$ cat config.mk
export PLATFORM = sky130hd
export DESIGN_NAME = or4_gate_flat
export DESIGN_NICKNAME = d
export VERILOG_FILES = /design/src/rtl/or4_gate_pkg.sv /design/src/rtl/or4_gate_if.sv /design/src/rtl/or4_gate.sv /design/src/flat_wrapper.sv
export SDC_FILE = /design/constraint.sdc
export NUM_CORES = 1
export LEC_CHECK = 0
export CORE_AREA = 8 8 45 47
export CTS_CLUSTER_SIZE = 10
export DETAILED_ROUTE_END_ITERATION = 8
export DIE_AREA = 0 0 53 55
export PLACE_DENSITY = 0.52
export SKIP_CTS_REPAIR_TIMING = 1
export SYNTH_ARGS = -nofsm -noshare
export SYNTH_HDL_FRONTEND = slang
export SYNTH_SLANG_ARGS = --single-unit
$ cat constraint.sdc
create_clock -name clk -period 1.29 [get_ports clk]
set_input_delay 0.258 -clock clk [delete_from_list [all_inputs] [get_ports clk]]
set_output_delay 0.258 -clock clk [all_outputs]
set_load 0.01 [all_outputs]
$ cat src/rtl/or4_gate_pkg.sv
// Shared definitions for the or4_gate registered bitwise-OR primitive.
// Holds the default width, the all-zero result helper and the per-edge
// operation decode used by the result register.
package or4_gate_pkg;

  localparam int OR4_GATE_DEFAULT_WIDTH = 4;

  // One zero bit, replicated to the active width wherever a cleared result is needed.
  localparam logic OR4_GATE_ZERO_BIT = 1'b0;

  // What the result register does on the next rising edge when not in reset.
  typedef enum logic [1:0] {
    OP_HOLD  = 2'd0,
    OP_CLEAR = 2'd1,
    OP_LOAD  = 2'd2,
    OP_ACC   = 2'd3
  } or4_gate_op_e;

  // Clear wins over a new operand pair; without valid operands the result holds.
  function automatic or4_gate_op_e decode_op(input logic clr,
                                             input logic in_valid,
                                             input logic acc_en);
    or4_gate_op_e op;
    if (clr) begin
      op = OP_CLEAR;
    end else if (in_valid) begin
      op = acc_en ? OP_ACC : OP_LOAD;
    end else begin
      op = OP_HOLD;
    end
    return op;
  endfunction

endpackage

$ cat src/rtl/or4_gate_if.sv
// Operand/result bundle for or4_gate.
// With OR4_GATE_COMB_OUT_EN defined the bundle also carries y_comb, the
// unregistered a|b.
interface or4_gate_if #(
  parameter int WIDTH = or4_gate_pkg::OR4_GATE_DEFAULT_WIDTH
);

  logic             in_valid;
  logic [WIDTH-1:0] a;
  logic [WIDTH-1:0] b;
  logic             acc_en;
  logic             clr;
  logic [WIDTH-1:0] y;
  logic             out_valid;
  logic             y_any;
  logic             y_all;
`ifdef OR4_GATE_COMB_OUT_EN
  logic [WIDTH-1:0] y_comb;
`endif

  // The producer side: drives operands and controls, observes the result.
  modport master (
    output in_valid, a, b, acc_en, clr,
`ifdef OR4_GATE_COMB_OUT_EN
    input  y_comb,
`endif
    input  y, out_valid, y_any, y_all
  );

  // The OR primitive itself.
  modport slave (
    input  in_valid, a, b, acc_en, clr,
`ifdef OR4_GATE_COMB_OUT_EN
    output y_comb,
`endif
    output y, out_valid, y_any, y_all
  );

endinterface

$ cat src/rtl/or4_gate.sv
// or4_gate: registered WIDTH-bit bitwise OR of two operands with a one-cycle
// valid pipeline, optional sticky accumulation and reduction status flags.
// Optional feature macro: OR4_GATE_COMB_OUT_EN adds the combinational y_comb = a|b.
module or4_gate
  import or4_gate_pkg::*;
#(
  parameter int WIDTH = OR4_GATE_DEFAULT_WIDTH
) (
  input logic       clk,
  input logic       rst,
  or4_gate_if.slave bus
);

  logic [WIDTH-1:0] y_q;
  logic [WIDTH-1:0] y_d;
  logic             out_valid_q;
  logic             out_valid_d;
  or4_gate_op_e     op;

  // Next result and valid from the decoded operation; idle operands never reach y.
  always_comb begin
    op          = decode_op(bus.clr, bus.in_valid, bus.acc_en);
    y_d         = y_q;
    out_valid_d = 1'b0;
    case (op)
      OP_CLEAR: begin
        y_d         = {WIDTH{OR4_GATE_ZERO_BIT}};
        out_valid_d = 1'b0;
      end
      OP_LOAD: begin
        y_d         = bus.a | bus.b;
        out_valid_d = 1'b1;
      end
      OP_ACC: begin
        y_d         = y_q | bus.a | bus.b;
        out_valid_d = 1'b1;
      end
      default: begin
        y_d         = y_q;
        out_valid_d = 1'b0;
      end
    endcase
  end

  // Result and valid registers; synchronous reset overrides every other control.
  always_ff @(posedge clk) begin
    if (rst) begin
      y_q         <= {WIDTH{OR4_GATE_ZERO_BIT}};
      out_valid_q <= 1'b0;
    end else begin
      y_q         <= y_d;
      out_valid_q <= out_valid_d;
    end
  end

  assign bus.y         = y_q;
  assign bus.out_valid = out_valid_q;
  assign bus.y_any     = |y_q;
  assign bus.y_all     = &y_q;

`ifdef OR4_GATE_COMB_OUT_EN
  assign bus.y_comb = bus.a | bus.b;
`endif

endmodule

$ cat src/flat_wrapper.sv
// flat-port wrapper written by rule: the top's interface ports become plain ports
module or4_gate_flat import or4_gate_pkg::*;
#(
  parameter int WIDTH = OR4_GATE_DEFAULT_WIDTH
)
  (clk, rst, bus_in_valid, bus_a, bus_b, bus_acc_en, bus_clr, bus_y, bus_out_valid, bus_y_any, bus_y_all);
  or4_gate_if #(.WIDTH(WIDTH)) bus_i ();
  input logic clk;
  input logic rst;
  input wire logic [$bits(bus_i.in_valid)-1:0] bus_in_valid;
  input wire logic [$bits(bus_i.a)-1:0] bus_a;
  input wire logic [$bits(bus_i.b)-1:0] bus_b;
  input wire logic [$bits(bus_i.acc_en)-1:0] bus_acc_en;
  input wire logic [$bits(bus_i.clr)-1:0] bus_clr;
  output wire logic [$bits(bus_i.y)-1:0] bus_y;
  output wire logic [$bits(bus_i.out_valid)-1:0] bus_out_valid;
  output wire logic [$bits(bus_i.y_any)-1:0] bus_y_any;
  output wire logic [$bits(bus_i.y_all)-1:0] bus_y_all;
  assign bus_i.in_valid = bus_in_valid;
  assign bus_i.a = bus_a;
  assign bus_i.b = bus_b;
  assign bus_i.acc_en = bus_acc_en;
  assign bus_i.clr = bus_clr;
  assign bus_y = bus_i.y;
  assign bus_out_valid = bus_i.out_valid;
  assign bus_y_any = bus_i.y_any;
  assign bus_y_all = bus_i.y_all;
  or4_gate #(.WIDTH(WIDTH)) u_core (.clk(clk), .rst(rst), .bus(bus_i));
endmodule
======== Word level (Yosys, flattened, before mapping) ========
Index checks and enable logic that the tools add are counted.
operators by class
  equal/unequal tests ..................... 3
  multiplexer cells ....................... 5
  bitwise gates (word level) .............. 3
  reduce and logical (&&, ||, !) cells .... 4
operators by type and width
  operator                                                                count
  4-bit OR                                                                3
  4-bit case mux with 3 select lines                                      1
  2-bit equality test (second input constant)                             2
  2-bit 2-to-1 mux                                                        2
  4-bit AND reduction                                                     1
  4-bit OR reduction                                                      1
  3-bit nonzero test                                                      1
  2-bit by 1-bit equality test with 1-bit output (second input constant)  1
  1-bit 2-to-1 mux                                                        2
  2-bit OR reduction                                                      1
word-level totals
  register bits ........................... 5

======== Longest topological paths before layout ========
  word-level depth ........................ 6
  gate-level depth with buffers ........... 3
  depth with buffers taken out ............ 3

======== Worst setup path after synthesis ========
No wires, ideal clock.
  path type ............................... register to output
  from .................................... register u_core.y_q[1] (netlist: u_core.bus.y[1])
  to ...................................... output port bus_y_any
  data arrival time ....................... 0.909 ns
  setup slack ............................. 0.123 ns
  cell stages (with the launch flop) ...... 2
  cells stage by stage .................... dfxtp_1 -> or4_1
between the ends
  longest elaborated chain between the ends .. 1
ends and longest elaborated chain
  element                   RTL line            RTL
  start: declaration        or4_gate.sv:14      logic [WIDTH-1:0] y_q;
  start signal: assignment  or4_gate.sv:48      y_q <= {WIDTH{OR4_GATE_ZERO_BIT}};
  start signal: assignment  or4_gate.sv:51      y_q <= y_d;
  4-bit OR reduction        or4_gate.sv:58      assign bus.y_any = |y_q;
  end: declaration          flat_wrapper.sv:17  output wire logic [$bits(bus_i.y_any)-1:0] bus_y_any;
Every way passes these cells.

======== Final worst setup path ========
Same ends and word-level chain as after synthesis.

==> impl_metrics.env <==
export IMPL_intPower_w=0.000336
export IMPL_ys_seq_elements=5
export IMPL_start_util_pct=13.9
export IMPL_insertion_delay_ns=0.24
export IMPL_worst_slack_ns=-0.168
export IMPL_grt_usage_pct=5.30
export IMPL_die_area_sq_um=2920
export IMPL_cp_max_fo=2
export IMPL_tightestPinTransition_ns=0.203
export IMPL_maxCapViolCount=0
export IMPL_p_clk_share_pct=42.2
export IMPL_p_seq_share_pct=38.3
export IMPL_power_switching_w=0.0000961
export IMPL_rsz0062_at_grt="yes"
export IMPL_synth_avg_cell_area_sq_um=8.38
export IMPL_worstPathCellList="or4_1 > clkbuf_2"
export IMPL_overflow=0
export IMPL_drtIter0Drc=2
export IMPL_synth_cell_type_count=10
export IMPL_maxSlewViolCount=0
export IMPL_dieWidth_um=53
export IMPL_min_path_type="reg2reg"
export IMPL_dr_pass1_iters=4
export IMPL_worst_setup_path_end_kind="output port"
export IMPL_status="complete, but fails checks"
export IMPL_place_ws_ns=-0.266
export IMPL_clock_skew_ns=0
export IMPL_vias=261
export IMPL_wire_per_inst_um=10.9
export IMPL_cts_path_max_buffers=2
export IMPL_coreArea_sq_um=1380
export IMPL_drive_above_1_share_pct=24.0
export IMPL_relSlewSlack_pct=86.4
export IMPL_first_global_vias=250
export IMPL_dpl_cell_count=62
export IMPL_p_comb_share_pct=19.6
export IMPL_post_synth_top_count_cell="dfxtp_1"
export IMPL_synth_area_sq_um=193
export IMPL_place_gp_congestion=0.732
export IMPL_synth_area_top_cells="dfxtp_1, a21oi_1, o21ai_0, nand2_1, and4_2"
export IMPL_min_period_ns=1.46
export IMPL_netlist_area_leader_share_pct=51.9
export IMPL_fin_cells=66
export IMPL_antenna_cells=0
export IMPL_synthCells=23
export IMPL_port_buffers=19
export IMPL_ys_seq_area_share_pct=51.9
export IMPL_grt_max_degree=7
export IMPL_arrival_ns=1.20
export IMPL_htreeDepth=1
export IMPL_timing_rr_start="u_core.bus.y[0]"
export IMPL_root_buffer="clkbuf_4"
export IMPL_grt_pass1_wl_um=1060
export IMPL_clk_pin_slew_ns=0.04
export IMPL_max_freq_mhz=686
export IMPL_path_class="reg2out"
export IMPL_area_growth_syn_to_layout_pct=144
export IMPL_cts_sinks=5
export IMPL_reg2reg_depth=3
export IMPL_synth_edf_count=0
export IMPL_hold_end="u_core.bus.y[2]"
export IMPL_cts_tree="done"
export IMPL_ant_nets=0
export IMPL_critPathMaxStageDelay_ns=0.51
export IMPL_violations="setup timing"
export IMPL_synthArstFlopShare_pct=0
export IMPL_cp_required_ns=1.03
export IMPL_cpMaxStageDelayCell="or4_1"
export IMPL_path_buf_inv=1
export IMPL_vias_per_cell=3.95
export IMPL_fin_setup_tns_ns=-0.168
export IMPL_cp_top_family="simple AND/OR/NAND/NOR gates"
export IMPL_fin_crit_sh_pct=113
export IMPL_register_area_sq_um=101
export IMPL_r2r_end="u_core.bus.y[0]"
export IMPL_nets=64
export IMPL_synth_flop_cell="dfxtp_1"
export IMPL_power_density_nw_per_um2=921
export IMPL_min_path_cells=3
export IMPL_cp_start_kind="flip-flop"
export IMPL_syn_num_nets=36
export IMPL_grt_antenna_before_repair=0
export IMPL_yosysWarnings=0
export IMPL_cts_buffers=3
export IMPL_swShare_pct=22.2
export IMPL_row_count=14
export IMPL_max_vdd_ir_drop_mv=0.488
export IMPL_leakage_nw=0.270
export IMPL_pin_count=20
export IMPL_min_from="u_core.bus.y[2]"
export IMPL_synth_commonest_cells="dfxtp_1, a21oi_1, nand2_1, o21ai_0"
export IMPL_drc=0
export IMPL_finalSetupViolCount=1
export IMPL_yosysTopAreaCell="dfxtp_1"
export IMPL_multi_input_area_sq_um=88.8
export IMPL_wirelength_um=717
export IMPL_hold_viol_final=0
export IMPL_die_h_um=55
export IMPL_reg2reg_slack_ns=0.60
export IMPL_nFillCells=159
-- power by group through the flow --
stage	clock network, W	registers [W]	logic (W)
6_report	0.000182	0.000165	0.0000845
3_3_place_gp	0	0.000167	0.0000910
5_1_grt	0.000204	0.000166	0.0000947
2_1_floorplan	0	0.000172	0.0000178
3_5_place_dp	0	0.000168	0.0000916
4_1_cts	0.000191	0.000165	0.0000916
-- per-stage QoR --
step	util (%)	total power (W)	hold slack, ns	instance area, sq um
2_1_floorplan	-	0.000190	0.370	193
3_3_place_gp	31.3	0.000258	0.566	433
3_5_place_dp	31.3	0.000260	0.572	433
4_1_cts	33.2	0.000448	0.578	459
5_1_grt	33.9	0.000465	0.619	469
6_report	33.9	0.000432	0.572	469
-- sequential cells by signal (all words and copies together), names as in the netlist --
name / flops
u_core.bus.y: 4
u_core.bus.out_valid: 1
-- layer usage --
layer / up-vias / routed length, um / part of all wire, % / global-route usage [%]
met5: - / 0 / 0 / 0
met4: 0 / 0 / 0 / 1.29
met3: 0 / 40 / 5.6 / 4.81
met2: 11 / 344 / 48 / 7.62
met1: 117 / 332 / 46 / 5.63
li1: 133 / - / - / -
-- placed cells by master (no fill, tap or decap), drive strengths merged, types with 4 or more instances in the layout --
master / Yosys / final
clkbuf: 0 / 5
clkdlybuf4s50: 0 / 12
dfxtp: 5 / 5
buf: 0 / 5
a21oi: 4 / 4
dlymetal6s2s: 0 / 5
nand2: 4 / 4
o21ai: 4 / 4
-- final cells by class --
cell class | count | share of cell area [%]
Sequential cell | 5 | 21.6
Timing Repair Buffer | 23 | 48.8
Clock buffer | 4 | 5.60
Tap cell | 16 | 4.27
Multi-Input combinational cell | 17 | 18.9
Inverter | 1 | 0.800
-- worst max-delay path by stage --
stage	from	endpoint	slack (ns)	depth (start not counted)
finish	u_core.bus.y[1]	bus_y_any	-0.17	2
global placement	u_core.bus.y[1]	bus_y_any	-0.25	2
floorplan	u_core.bus.y[1]	bus_y_any	0.12	1
global route	u_core.bus.y[1]	bus_y_any	-0.21	2
detailed placement	u_core.bus.y[1]	bus_y_any	-0.27	2
CTS	u_core.bus.y[1]	bus_y_any	-0.53	2
-- worst min-delay path, cell delays in order (launching register included) --
cell	delay [ns]
dfxtp_1	0.30
buf_4	0.13
nand2_1	0.05
a21oi_1	0.05
-- logic make-up (layout without fill, tap and decap cells) --
logic type / Yosys count / after routing / share of synthesized area [%]
AND/OR/NAND/NOR: 9 / 9 / 25.3
AO/OA/AOI/OAI: 8 / 8 / 20.8
flip-flops: 5 / 5 / 52.0
buffers and inverters: 1 / 28 / 1.95
No activity file was read; power rests on OpenSTA's default activity.
